`src/rtl/lsu_ctrl.sv`:
```
// lsu_ctrl: RV32I load/store controller driving one BRAM port with fixed read latency.
// Ports: req_* core request, resp_* completion pulse/data/fault, busy, mem_* BRAM port.
module lsu_ctrl #(
  parameter int DATA_WIDTH  = 32,
  parameter int MEM_LATENCY = 1
) (
  input  logic                  clk,
  input  logic                  rst_n,
  input  logic                  req_valid,
  output logic                  req_ready,
  input  logic                  req_we,
  input  logic [2:0]            req_func3,
  input  logic [DATA_WIDTH-1:0] req_addr,
  input  logic [DATA_WIDTH-1:0] req_wdata,
  output logic                  resp_valid,
  output logic [DATA_WIDTH-1:0] resp_rdata,
  output logic                  resp_fault,
  output logic                  busy,
  output logic                  mem_en,
  output logic [3:0]            mem_we,
  output logic [DATA_WIDTH-1:0] mem_addr,
  output logic [DATA_WIDTH-1:0] mem_wdata,
  input  logic [DATA_WIDTH-1:0] mem_rdata
);

  typedef enum logic [2:0] {
    IDLE, WRITE, READ, WAIT, RESP
  } state_t;

  localparam logic [2:0] LAST = 3'(MEM_LATENCY - 1);

  state_t                state_q, state_d;
  logic [2:0]            cnt_q, cnt_d;
  logic [1:0]            off_q;
  logic [2:0]            func3_q;
  logic [DATA_WIDTH-1:0] maddr_q;
  logic [DATA_WIDTH-1:0] mwdata_q;
  logic [DATA_WIDTH-1:0] rdata_q;
  logic                  fault_q;

  logic                  accept;
  logic                  fault_in;
  logic                  last_wait;
  logic [DATA_WIDTH-1:0] st_data;
  logic [DATA_WIDTH-1:0] ld_data;
  logic [7:0]            ld_b;
  logic [15:0]           ld_h;
  logic [3:0]            be;

  assign accept    = req_valid && (state_q == IDLE);
  assign last_wait = (state_q == WAIT) && (cnt_q == LAST);

  // Stores only allow B/H/W; BU/HU are load-only.
  always_comb begin
    fault_in = 1'b1;
    case (req_func3)
      3'b000:         fault_in = 1'b0;
      3'b001:         fault_in = req_addr[0];
      3'b010:         fault_in = |req_addr[1:0];
      3'b100, 3'b101: fault_in = req_we
                               | (req_func3[0] & req_addr[0]);
      default:        fault_in = 1'b1;
    endcase
  end

  always_comb begin
    st_data = req_wdata;
    case (req_func3[1:0])
      2'b00: st_data = DATA_WIDTH'(req_wdata[7:0])
                       << {req_addr[1:0], 3'b000};
      2'b01: st_data = DATA_WIDTH'(req_wdata[15:0])
                       << {req_addr[1:0], 3'b000};
      default: st_data = req_wdata;
    endcase
  end

  always_comb begin
    be = 4'b1111;
    case (func3_q[1:0])
      2'b00:   be = 4'b0001 << off_q;
      2'b01:   be = 4'b0011 << off_q;
      default: be = 4'b1111;
    endcase
  end

  assign ld_b = 8'(mem_rdata >> {off_q, 3'b000});
  assign ld_h = 16'(mem_rdata >> {off_q[1], 4'b0000});

  always_comb begin
    ld_data = mem_rdata;
    case (func3_q)
      3'b000:  ld_data = {{(DATA_WIDTH-8){ld_b[7]}}, ld_b};
      3'b001:  ld_data = {{(DATA_WIDTH-16){ld_h[15]}}, ld_h};
      3'b100:  ld_data = DATA_WIDTH'(ld_b);
      3'b101:  ld_data = DATA_WIDTH'(ld_h);
      default: ld_data = mem_rdata;
    endcase
  end

  always_ff @(posedge clk or negedge rst_n) begin
    if (!rst_n) begin
      state_q <= IDLE;
      cnt_q   <= '0;
    end else begin
      state_q <= state_d;
      cnt_q   <= cnt_d;
    end
  end

  always_comb begin
    state_d    = state_q;
    cnt_d      = cnt_q;
    req_ready  = 1'b0;
    resp_valid = 1'b0;
    mem_en     = 1'b0;
    mem_we     = 4'b0000;
    unique case (state_q)
      IDLE: begin
        req_ready = 1'b1;
        if (accept) begin
          if (fault_in)    state_d = RESP;
          else if (req_we) state_d = WRITE;
          else             state_d = READ;
        end
      end
      WRITE: begin
        mem_en  = 1'b1;
        mem_we  = be;
        state_d = RESP;
      end
      READ: begin
        mem_en  = 1'b1;
        cnt_d   = '0;
        state_d = WAIT;
      end
      WAIT: begin
        if (last_wait) state_d = RESP;
        else           cnt_d   = cnt_q + 3'd1;
      end
      RESP: begin
        resp_valid = 1'b1;
        state_d    = IDLE;
      end
      default: state_d = IDLE;
    endcase
  end

  // Response fields are written on the edge that enters RESP and
  // then hold until the next RESP.
  always_ff @(posedge clk or negedge rst_n) begin
    if (!rst_n) begin
      off_q    <= '0;
      func3_q  <= '0;
      maddr_q  <= '0;
      mwdata_q <= '0;
      rdata_q  <= '0;
      fault_q  <= 1'b0;
    end else begin
      if (accept) begin
        off_q   <= req_addr[1:0];
        func3_q <= req_func3;
        if (fault_in) begin
          rdata_q <= '0;
          fault_q <= 1'b1;
        end else begin
          maddr_q <= {req_addr[DATA_WIDTH-1:2], 2'b00};
          if (req_we) mwdata_q <= st_data;
        end
      end
      if (state_q == WRITE) begin
        rdata_q <= '0;
        fault_q <= 1'b0;
      end
      if (last_wait) begin
        rdata_q <= ld_data;
        fault_q <= 1'b0;
      end
    end
  end

  assign busy       = (state_q != IDLE);
  assign mem_addr   = maddr_q;
  assign mem_wdata  = mwdata_q;
  assign resp_rdata = rdata_q;
  assign resp_fault = fault_q;

endmodule

```
`config.mk`:
```
export PLATFORM = sky130hd
export DESIGN_NAME = lsu_ctrl
export DESIGN_NICKNAME = d
export VERILOG_FILES = /design/src/rtl/lsu_ctrl.sv
export SDC_FILE = /design/constraint.sdc
export NUM_CORES = 1
export LEC_CHECK = 0
export BUFFER_PORTS_ARGS = -buffer_cell sky130_fd_sc_hd__buf_2
export CAP_MARGIN = 20
export CORE_AREA = 10 10 116 118
export DETAILED_ROUTE_END_ITERATION = 16
export DIE_AREA = 0 0 126 128
export HOLD_SLACK_MARGIN = 0.05
export PLACE_DENSITY = 0.9
export SLEW_MARGIN = 25
export SYNTH_ARGS = -nofsm -noshare
export SYNTH_HDL_FRONTEND = slang
export SYNTH_SLANG_ARGS = --single-unit
```
`constraint.sdc`:
```
create_clock -name clk -period 2.2 [get_ports clk]
set_input_delay 0.22 -clock clk [delete_from_list [all_inputs] [get_ports clk]]
set_output_delay 0.22 -clock clk [all_outputs]
set_load 0.02 [all_outputs]
```
==> metrics.md <==
| Metric | Value |
|---|---|
| Status | finished, final reports clean |
| Combinational fraction of design power | 47.9% |
| Setup TNS | 0 ns |
| VDD IR max | 837 uV |
| Vias in the first global route | between 4k and 5k |
| Synth top area share | around 50% |
| Critical Path Fanout Max | 30 |
| Largest family of logic cells by synthesized area | compound AO/OA/AOI/OAI gates |
| Post-synthesis xor/xnor area fraction | less than 1% |
| Hold Path Cell Cnt | 2 |
| Fin. Hold Viols | 0 |
| Crit path time final | roughly 2 ns |
| DR vias/cell | 5.70 |
| Total congestion overflow | 0 |
| First-pass GRT wire length | 26900 um |
| DP Area | 0.00646 mm2 |
| RSZ-0062 raised after global routing | false |
| Worst r2r path cells | 6 |
| CP Buf/Inv Count | 2 |
| Synth Cell Area | 0.00532 mm2 |
| Net count, final | 801 |
| Fmax | 493 MHz |
| Netlist cell types | 45 |
| CTS tree | done |
| Sequential share of the synthesized area | 49.8% |
| Starting Density | 47.4% |
| Worst R2R Setup Slack | 0.17 ns |
| # DRC | 0 |
| HP Class | input port to flip-flop |
| Slowest CP cell | dfrtp_1 |
| Stages on worst setup path | 6 |
| Synth Area in Adders | less than 1% |
| Die height | 128 um |
| Pwr Total | 0.00928 W |
| Slew margin rel. | a little over two fifths |
| Primary FF master, synth | dfrtp_1 |
| WP data required | 2.42 ns |
| Crit. End Element | flip-flop |
| Max-slew violations | 0 |
| Initial drt markers | between 400 and 500 |
| Worst slew pin tran | roughly 0.84 ns |
| Synth warn | 0 |
| Die area | 0.0161 mm2 |
| Core area | 0.0112 mm2 |
| Compound-gate portion of the synthesized area | a little under a quarter |
| Most frequent cell after synthesis | dfrtp_1 |
| Latest clock arrival within the worst-skew pair | roughly 0.35 ns |
| Ys async rst share | 100% |
| Initial antenna violation count | 1 |
| Lkg Pwr | 3.46 nW |
| # fillers | 944 |
| Worst-path clk slew | 0.07 ns |
| Commonest cells in the netlist | dfrtp_1, nand2_1, o21ai_0 |
| Routed wire length | 17100 um |
| Post-route core utilization | 60.8% |
| Slowest cell delay on critical path | 0.46 ns |
| Port-buffer cells | 205 |
| CTS Buf Count | 9 |
| DR top layer | met4 |
| Detailed-route via count | 4820 |
| Number of synthesized flops with an enable pin | 0 |
| Sequential Power Share | 33.1% |
| Cell count after synthesis | approximately 500 |
| Largest net degree at the start of global routing | 65 |
| WHS | approximately 0.1 ns |
| Wirelength per Cell | just over 20 um |
| H-tree levels | 3 |
| Clock network power share | 18.9% |
| TritonRoute pass-1 iters | 5 |
| Worst-case clock skew | 0.00777 ns |
| Area leader, netlist | dfrtp_1 |
| Max-cap violations | 0 |
| Total GRT Usage | 20.3% |
| Met2 wire len | 8250 um |
| Routability Congestion | 0.932 |
| Synth Register Bits | 106 |
| Startpoint Class | flip-flop |
| Met1 Routed Length | 7170 um |
| WL met3 | 1250 um |
| Post-Syn Area per Cell | 10.6 um2 |
| Mux contribution to synthesized area | around a tenth |
| Core Rows | 39 |
| Design area | 0.00682 mm2 |
| Switching pwr | 0.00385 W |
| Post-route ant nets | 0 |
| P&R area growth vs syn | 28.2% |
| CTS root buffer | clkbuf_16 |
| Tcrit/Tclk final | 92.2% |
| Sink Count | around 110 |
| Layout cells sized above 1 | 40.1% |
| Clock Path Buffers | 2 |
| Die X | 126 um |
| PD cells | 1360 mW/mm2 |
| Synth Area in Simple Gates | a little over a tenth |
| Top Ports | about 210 |
| Cell family with most CP delay | simple AND/OR/NAND/NOR gates |
| # setup viols final | 0 |
| Detailed Place HPWL | 13100 um |
| Top post-synthesis cells by area | dfrtp_1, mux2_4, nand2_1, o21ai_0, o2bb2ai_1 |
| Crit path kind | flip-flop to flip-flop |
| Worst EP arrival | 2.25 ns |
| Internal power | approximately 0.0054 W |
| Crit path cell chain | or3_4, clkinv_4, and2_4, nand2_2, buf_4, mux2_4 |
| Net Sw Frac | between 40% and 50% |
## state kept, by name (all words and copies together) (netlist names)
name / count
mem_wdata: 32
func3_q: 3
resp_fault: 1
cnt_q: 3
mem_addr: 30
resp_rdata: 32
off_q: 2
state_q: 3
## timing repair
action,CTS,global route
gates resized for setup,0,2
setup endpoints to repair,0,18
endpoints found under the hold margin,13,0
hold buffers,1,0
buffers inserted,0,2
## metal layers
layer | global-route usage, % | vias up
met5 | 0 | -
met4 | 9.44 | 0
met3 | 3.93 | 33
met2 | 32.1 | 230
met1 | 26.3 | 2337
li1 | - | 2220
## per-stage QoR
step	cells	setup WS (ns)
after global placement	825	0.246
final	845	0.172
after CTS	842	0.0327
after global routing	845	0.0811
after detailed placement	825	0.125
after floorplan	503	0.400
## path summary, 6_finish.rpt
kind / startpoint / end
max reg2reg: state_q[1] / mem_addr[29]
min reg2reg: mem_wdata[25] / mem_wdata[25]
min: req_addr[9] / mem_addr[9]
max: state_q[1] / mem_addr[29]
max in group asynchronous: rst_n / mem_addr[15]
min in group asynchronous: rst_n / resp_rdata[14]
## power groups by stage
stage	Sequential, W	Combinational, W	Clock [W]
finish	0.00308	0.00445	0.00176
floorplan	0.00382	0.00221	0
global route	0.00316	0.00482	0.00187
detailed placement	0.00310	0.00442	0
global placement	0.00307	0.00431	0
CTS	0.00308	0.00444	0.00179
## worst register-to-register path: cells and delay by family, from the launching register on
kind	cells	cell delay [ns]
muxes	1	0.38
and+or+nand+nor	3	0.71
buffers and inverters	2	0.37
DFF	1	0.46
## layout make-up
cell class                 instances  area (um2)  share of cell area (%)
sequential                       106        2650                    38.9
multi-input combinational        343        2420                    35.5
timing repair buffer             224        1190                    17.4
clock buffer                      10         239                    3.50
tap                              143         179                    2.62
clock inverter                     6        90.1                    1.32
inverter                          12        53.8                   0.789
antenna                            1        2.50                  0.0367
## placed cells by master, fill, tap and decap left out, types with 12 or more instances in the layout
master and instances:
buf_2 204, dfrtp_1 106, nand2_1 61, o21ai_0 45
a21oi_1 33, mux2_4 30, o2bb2ai_1 25, buf_4 18
a22oi_1 16, a221oi_1 15, a22o_1 15, nor2b_1 13
nand2b_1 13, nor2_1 12
## kinds of logic (layout without fill, tap and decap cells)
group,Yosys count,after routing
flip-flops,106,106
AND/OR/NAND/NOR,118,118
adder cells (fa/ha/maj),2,2
AO/OA/AOI/OAI,180,180
multiplexers,40,40
XOR/XNOR,1,1
buffers and inverters,54,252
other,1,3
Power figures use the tool's default switching activity.
